## config.mk

```make
export PLATFORM = sky130hd
export DESIGN_NAME = dmem_access_unit_flat
export DESIGN_NICKNAME = d
export VERILOG_FILES = /design/src/rtl/dmem_access_unit_if.sv /design/src/rtl/dmem_access_unit.sv /design/src/flat_wrapper.sv
export SDC_FILE = /design/constraint.sdc
export NUM_CORES = 1
export LEC_CHECK = 0
export CELL_PAD_IN_SITES_DETAIL_PLACEMENT = 0
export CELL_PAD_IN_SITES_GLOBAL_PLACEMENT = 2
export CORE_MARGIN = 3
export CORE_UTILIZATION = 31
export DETAILED_ROUTE_END_ITERATION = 6
export PLACE_DENSITY = 0.93
export SETUP_SLACK_MARGIN = 0.1
export SLEW_MARGIN = 20
export SYNTH_ARGS = -nofsm -noshare
export SYNTH_HDL_FRONTEND = slang
export SYNTH_SLANG_ARGS = --single-unit
```

## constraint.sdc

```tcl
create_clock -name clk -period 3.7 [get_ports clk]
set_input_delay 0.74 -clock clk [delete_from_list [all_inputs] [get_ports clk]]
set_output_delay 0.74 -clock clk [all_outputs]
set_load 0.05 [all_outputs]
```

## src/rtl/dmem_access_unit_if.sv

```systemverilog
// Bundle of the request/response handshake and the doubleword memory port of
// the data-memory access unit. The master side is the control unit plus the
// memory; the slave side is the access unit itself.
interface dmem_access_unit_if #(
  parameter int DATA_W = 64,
  parameter int ADDR_W = 64
);
  logic              req_valid;
  logic              req_ready;
  logic              req_write;
  logic [ADDR_W-1:0] req_addr;
  logic [DATA_W-1:0] req_wdata;
  logic [1:0]        store_splice;
  logic [1:0]        load_splice;
  logic              resp_valid;
  logic              resp_err;
  logic [DATA_W-1:0] resp_rdata;
  logic [ADDR_W-1:0] mem_addr;
  logic              mem_re;
  logic              mem_we;
  logic [DATA_W-1:0] mem_wdata;
  logic [DATA_W-1:0] mem_rdata;

  modport master (
    output req_valid, req_write, req_addr, req_wdata, store_splice, load_splice,
    output mem_rdata,
    input  req_ready, resp_valid, resp_err, resp_rdata,
    input  mem_addr, mem_re, mem_we, mem_wdata
  );

  modport slave (
    input  req_valid, req_write, req_addr, req_wdata, store_splice, load_splice,
    input  mem_rdata,
    output req_ready, resp_valid, resp_err, resp_rdata,
    output mem_addr, mem_re, mem_we, mem_wdata
  );
endinterface

```

## src/rtl/dmem_access_unit.sv

```systemverilog
// Data-memory access unit: turns LD/LW/LH/LBU loads and SD/SW/SH/SB stores
// into accesses on a 64-bit doubleword memory port. Sub-word stores are done
// as read-modify-write, loads are lane-extracted and extended, misaligned
// accesses are rejected with an error response and never touch memory.
module dmem_access_unit (
  input  logic                clk,
  input  logic                reset,
  dmem_access_unit_if.slave   bus
);

  typedef enum logic [2:0] {
    IDLE    = 3'd0,
    READ    = 3'd1,
    RD_WAIT = 3'd2,
    WRITE   = 3'd3,
    RESP    = 3'd4,
    ERR     = 3'd5
  } state_t;

  state_t      state_q, state_d;
  logic [63:0] addr_q, addr_d;
  logic [63:0] wdata_q, wdata_d;
  logic        write_q, write_d;
  logic [1:0]  ssp_q, ssp_d;
  logic [1:0]  lsp_q, lsp_d;
  logic [63:0] rdata_q, rdata_d;

  // Size encoding shared by both splices: 00 = 8, 01 = 4, 10 = 2, 11 = 1 byte.
  function automatic logic misaligned(input logic [2:0] off, input logic [1:0] sel);
    logic bad;
    case (sel)
      2'b00:   bad = (off != 3'd0);
      2'b01:   bad = (off[1:0] != 2'd0);
      2'b10:   bad = off[0];
      default: bad = 1'b0;
    endcase
    return bad;
  endfunction

  // Pull the addressed little-endian lane down to bit 0 and extend it.
  function automatic logic [63:0] load_extend(input logic [2:0] off, input logic [1:0] sel,
                                              input logic [63:0] dw);
    logic        [63:0] shifted;
    logic signed [31:0] w;
    logic signed [15:0] h;
    logic signed [63:0] ext;
    shifted = dw >> {off, 3'b000};
    w       = shifted[31:0];
    h       = shifted[15:0];
    case (sel)
      2'b00:   ext = shifted;
      2'b01:   ext = w;
      2'b10:   ext = h;
      default: ext = {56'd0, shifted[7:0]};
    endcase
    return ext;
  endfunction

  // Replace only the addressed bytes of the old doubleword; for SD the mask
  // covers every lane so the old value drops out entirely.
  function automatic logic [63:0] store_merge(input logic [2:0] off, input logic [1:0] sel,
                                              input logic [63:0] old_dw, input logic [63:0] wd);
    logic [63:0] mask;
    logic [63:0] mask_sh;
    logic [63:0] data_sh;
    case (sel)
      2'b00:   mask = 64'hFFFF_FFFF_FFFF_FFFF;
      2'b01:   mask = 64'h0000_0000_FFFF_FFFF;
      2'b10:   mask = 64'h0000_0000_0000_FFFF;
      default: mask = 64'h0000_0000_0000_00FF;
    endcase
    mask_sh = mask << {off, 3'b000};
    data_sh = wd << {off, 3'b000};
    return (old_dw & ~mask_sh) | (data_sh & mask_sh);
  endfunction

  // State and captured request; reset abandons any access in flight.
  always_ff @(posedge clk or negedge reset) begin
    if (!reset) begin
      state_q <= IDLE;
      addr_q  <= '0;
      wdata_q <= '0;
      write_q <= 1'b0;
      ssp_q   <= 2'b00;
      lsp_q   <= 2'b00;
      rdata_q <= '0;
    end else begin
      state_q <= state_d;
      addr_q  <= addr_d;
      wdata_q <= wdata_d;
      write_q <= write_d;
      ssp_q   <= ssp_d;
      lsp_q   <= lsp_d;
      rdata_q <= rdata_d;
    end
  end

  // Next-state sequencing and per-state strobes.
  always_comb begin
    state_d         = state_q;
    addr_d          = addr_q;
    wdata_d         = wdata_q;
    write_d         = write_q;
    ssp_d           = ssp_q;
    lsp_d           = lsp_q;
    rdata_d         = rdata_q;
    bus.req_ready   = 1'b0;
    bus.resp_valid  = 1'b0;
    bus.resp_err    = 1'b0;
    bus.resp_rdata  = '0;
    bus.mem_re      = 1'b0;
    bus.mem_we      = 1'b0;
    bus.mem_wdata   = '0;
    bus.mem_addr    = {addr_q[63:3], 3'b000};

    case (state_q)
      IDLE: begin
        bus.req_ready = 1'b1;
        if (bus.req_valid) begin
          addr_d  = bus.req_addr;
          wdata_d = bus.req_wdata;
          write_d = bus.req_write;
          ssp_d   = bus.store_splice;
          lsp_d   = bus.load_splice;
          if (misaligned(bus.req_addr[2:0],
                         bus.req_write ? bus.store_splice : bus.load_splice)) begin
            state_d = ERR;
          end else if (bus.req_write && bus.store_splice == 2'b00) begin
            state_d = WRITE;
          end else begin
            state_d = READ;
          end
        end
      end
      READ: begin
        bus.mem_re = 1'b1;
        state_d    = RD_WAIT;
      end
      RD_WAIT: begin
        rdata_d = bus.mem_rdata;
        state_d = write_q ? WRITE : RESP;
      end
      WRITE: begin
        bus.mem_we    = 1'b1;
        bus.mem_wdata = store_merge(addr_q[2:0], ssp_q, rdata_q, wdata_q);
        state_d       = RESP;
      end
      RESP: begin
        bus.resp_valid = 1'b1;
        bus.resp_rdata = write_q ? 64'd0 : load_extend(addr_q[2:0], lsp_q, rdata_q);
        state_d        = IDLE;
      end
      ERR: begin
        bus.resp_valid = 1'b1;
        bus.resp_err   = 1'b1;
        state_d        = IDLE;
      end
      default: begin
        state_d = IDLE;
      end
    endcase
  end

endmodule

```

## src/flat_wrapper.sv

```systemverilog
// flat-port wrapper written by rule: the top's interface ports become plain ports
module dmem_access_unit_flat 
  (clk, reset, bus_req_valid, bus_req_write, bus_req_addr, bus_req_wdata, bus_store_splice, bus_load_splice, bus_mem_rdata, bus_req_ready, bus_resp_valid, bus_resp_err, bus_resp_rdata, bus_mem_addr, bus_mem_re, bus_mem_we, bus_mem_wdata);
  dmem_access_unit_if bus_i ();
  input  logic clk;
  input  logic reset;
  input wire logic [$bits(bus_i.req_valid)-1:0] bus_req_valid;
  input wire logic [$bits(bus_i.req_write)-1:0] bus_req_write;
  input wire logic [$bits(bus_i.req_addr)-1:0] bus_req_addr;
  input wire logic [$bits(bus_i.req_wdata)-1:0] bus_req_wdata;
  input wire logic [$bits(bus_i.store_splice)-1:0] bus_store_splice;
  input wire logic [$bits(bus_i.load_splice)-1:0] bus_load_splice;
  input wire logic [$bits(bus_i.mem_rdata)-1:0] bus_mem_rdata;
  output wire logic [$bits(bus_i.req_ready)-1:0] bus_req_ready;
  output wire logic [$bits(bus_i.resp_valid)-1:0] bus_resp_valid;
  output wire logic [$bits(bus_i.resp_err)-1:0] bus_resp_err;
  output wire logic [$bits(bus_i.resp_rdata)-1:0] bus_resp_rdata;
  output wire logic [$bits(bus_i.mem_addr)-1:0] bus_mem_addr;
  output wire logic [$bits(bus_i.mem_re)-1:0] bus_mem_re;
  output wire logic [$bits(bus_i.mem_we)-1:0] bus_mem_we;
  output wire logic [$bits(bus_i.mem_wdata)-1:0] bus_mem_wdata;
  assign bus_i.req_valid = bus_req_valid;
  assign bus_i.req_write = bus_req_write;
  assign bus_i.req_addr = bus_req_addr;
  assign bus_i.req_wdata = bus_req_wdata;
  assign bus_i.store_splice = bus_store_splice;
  assign bus_i.load_splice = bus_load_splice;
  assign bus_i.mem_rdata = bus_mem_rdata;
  assign bus_req_ready = bus_i.req_ready;
  assign bus_resp_valid = bus_i.resp_valid;
  assign bus_resp_err = bus_i.resp_err;
  assign bus_resp_rdata = bus_i.resp_rdata;
  assign bus_mem_addr = bus_i.mem_addr;
  assign bus_mem_re = bus_i.mem_re;
  assign bus_mem_we = bus_i.mem_we;
  assign bus_mem_wdata = bus_i.mem_wdata;
  dmem_access_unit u_core (.clk(clk), .reset(reset), .bus(bus_i));
endmodule
```

==> metrics.yaml <==
power_and_ir_drop:
  powerDensity_nw_per_um2: 985
  leakage_nw: 7.40
  vdd_drop_max_uv: 595
placement:
  post-place-ws_ps: 146
  dp_hpwl_mm: 39.6
  gp_congestion: 0.926
  numPortBuffers: 393
yosys:
  synth.avg_cell_area_um2: 10.2
  seq_area_frac_synth: 0.403
  syn_area_um2: 12400
  synth-edff-count: 0
  synth_seq_cells: 200
  ys.flop_type: "dfrtp_1"
  async_flop_share: 1.00
  ys_warn_count: 0
  synthCells: 1218
  yosysUniqueCellTypes: 52
outcome:
  status: "completed"
global_route:
  grt_usage: 0.232
  grt_pass1_vias: 11000
  grt_max_degree: 79
  grt_pass1_wl_mm: 72.2
  overflow: 0
  grt_antenna_before_repair: 3
clocking:
  cts_inserted_buffers: 17
  clock_path_buffers: 2
  cts.sinks: 200
  cts.reportedPaths.clkPinSlew_ps: 90
  cts_root_buffer: "clkbuf_16"
  htree_levels: 4
  worstSkewPairLatency_ps: 460
  cts_tree: "built"
drt:
  routed_wl_mm: 50.2
  avgViaCountPerCell: 5.22
  drtIter0Drc: 804
  vias: 10800
  first_pass_iters: 5
  drc: 0
  routedWlPerCell_um: 24.3
  detail-route-antenna-nets: 0
die:
  fp.dieH_um: 206
  core_um2: 39100
  die_area_um2: 42500
  io_pins: 397
  chipWidth_um: 206
  start_util: 0.317
  rows: 72
critical_path:
  arrival_ps: 2850
  worst_setup_path_end_kind: "output port"
  critPathKind: "reg -> out"
  cp-startpoint: "u_core.addr_q[0]"
  cp_max_fo: 58
  r2r-start: "u_core.state_q[1]"
  required_ps: 2960
  cp-start-kind: "flop"
hold_path:
  holdCritPathClass: "in -> async"
run:
  maxCapViolCount: 0
sta:
  drv_slew: 0
  tns_ps: 0
  finalHoldViolCount: 0
  period_share: 0.970
  rsz0062_at_grt: "yes"
  tightestPinTransition_ps: 936
  fin_worst_skew_ps: 9.11
  layout_setup_ws_ps: 113
  period_needed_ps: 3590
  slew_headroom: 0.376
  fmax_mhz: 279
  setup_violations: 0
final_layout:
  regArea_um2: 5010
  mostFrequentLayoutCell: "clkdlybuf4s50_1"
  n_fill_cell: 3688
  final_cell_mix: "clkdlybuf4s50_1 (263), mux2_2 (208), dfrtp_1 (196), nand2_1 (99), buf_4 (96)"
  nNetsFinal: 1737
  layout-drive-gt1-share: 0.332
  multi_input_area_um2: 6610
  syn_to_final_growth_pct: 46.4
[kinds of logic (layout without fill, tap and decap cells)]
kind of cell | count (synthesis) | after routing | synth area share
muxes | 299 | 299 | 0.278
and+or+nand+nor | 283 | 283 | 0.106
AOI/OAI and AO/OA | 264 | 267 | 0.136
DFF | 200 | 200 | 0.403
buffers and inverters | 171 | 498 | 0.0760
other | 1 | 5 | 0.000302
[stage by stage]
step	cells	util	hold slack, ps	instance area (um^2)	power [mW]
floorplan	1220	-	444	12400	11.9
global placement	2027	0.443	489	17300	15.6
detailed placement	2027	0.443	496	17300	15.7
CTS	2067	0.462	267	18000	17.8
global route	2068	0.464	289	18200	18.9
finish	2070	0.465	260	18200	17.9
[flip-flops by register name, summed over array words and instances, names as in the netlist]
register / count
u_core.addr_q: 64
u_core.rdata_q: 64
u_core.wdata_q: 64
u_core.state_q: 3
u_core.lsp_q: 2
u_core.ssp_q: 2
u_core.write_q: 1
[Yosys cell counts, types with 10 or more instances]
library cell | n | share of area
nor3_1 | 14 | 0.0056
nand2b_1 | 14 | 0.0071
nand2_1 | 99 | 0.030
a31oi_1 | 16 | 0.0081
mux4_2 | 16 | 0.029
clkbuf_1 | 63 | 0.019
a21oi_1 | 59 | 0.024
o211ai_1 | 10 | 0.0061
buf_2 | 25 | 0.010
o21ai_0 | 70 | 0.028
dfrtp_1 | 200 | 0.40
a211oi_1 | 64 | 0.039
mux2_2 | 208 | 0.19
buf_4 | 64 | 0.039
nand2_2 | 16 | 0.0081
nor2_1 | 92 | 0.028
nor2b_1 | 26 | 0.013
o21ai_2 | 14 | 0.0099
mux2i_1 | 75 | 0.061
[layer usage]
metal	up-vias	part of all wire	GRT usage
met1	5368	0.39	0.282
met5	-	0.00054	0
li1	4961	-	-
met2	419	0.50	0.401
met3	57	0.085	0.0704
met4	4	0.021	0.0594
[critical path, stage by stage (launching register included)]
cell and delay [ps]:
dfrtp_4 510, buf_16 300, mux2i_1 160, o21ai_0 680
nand2_1 150, a31oi_2 340, buf_12 180
[power by group]
part / internal [mW] / leakage [nW] / switching, mW / total, mW
combinational: 4.73 / 4.76 / 6.45 / 11.2
clock: 0.919 / 0.291 / 1.00 / 1.92
sequential: 3.32 / 2.35 / 1.47 / 4.79
[path summary, 6_finish.rpt]
check / end / slack (ps) / cells after the start
hold reg to reg: u_core.addr_q[22] / 510 / 1
min in group clk: u_core.addr_q[22] / 510 / 1
setup / recovery: bus_mem_wdata[50] / 110 / 6
max in group asynchronous: u_core.addr_q[17] / 2630 / 2
setup reg to reg: u_core.addr_q[7] / 1560 / 4
hold / removal: u_core.write_q / 260 / 1
[repair_timing]
action / CTS / global route
hold buffers: 0 / 0
cloned: 3 / 0
gates resized for setup: 12 / 29
endpoints found under the setup margin: 44 / 60
pin swaps: 3 / 1
buffers inserted: 5 / 1
[layout make-up]
class | instances | area share
Antenna cell | 2 | 0.000276
Clock buffer | 17 | 0.0234
Clock inverter | 15 | 0.00964
Inverter | 8 | 0.00186
Multi-Input combinational cell | 852 | 0.364
Sequential cell | 200 | 0.276
Tap cell | 518 | 0.0357
Timing Repair Buffer | 458 | 0.289
No activity file was read; power rests on OpenSTA's default activity.
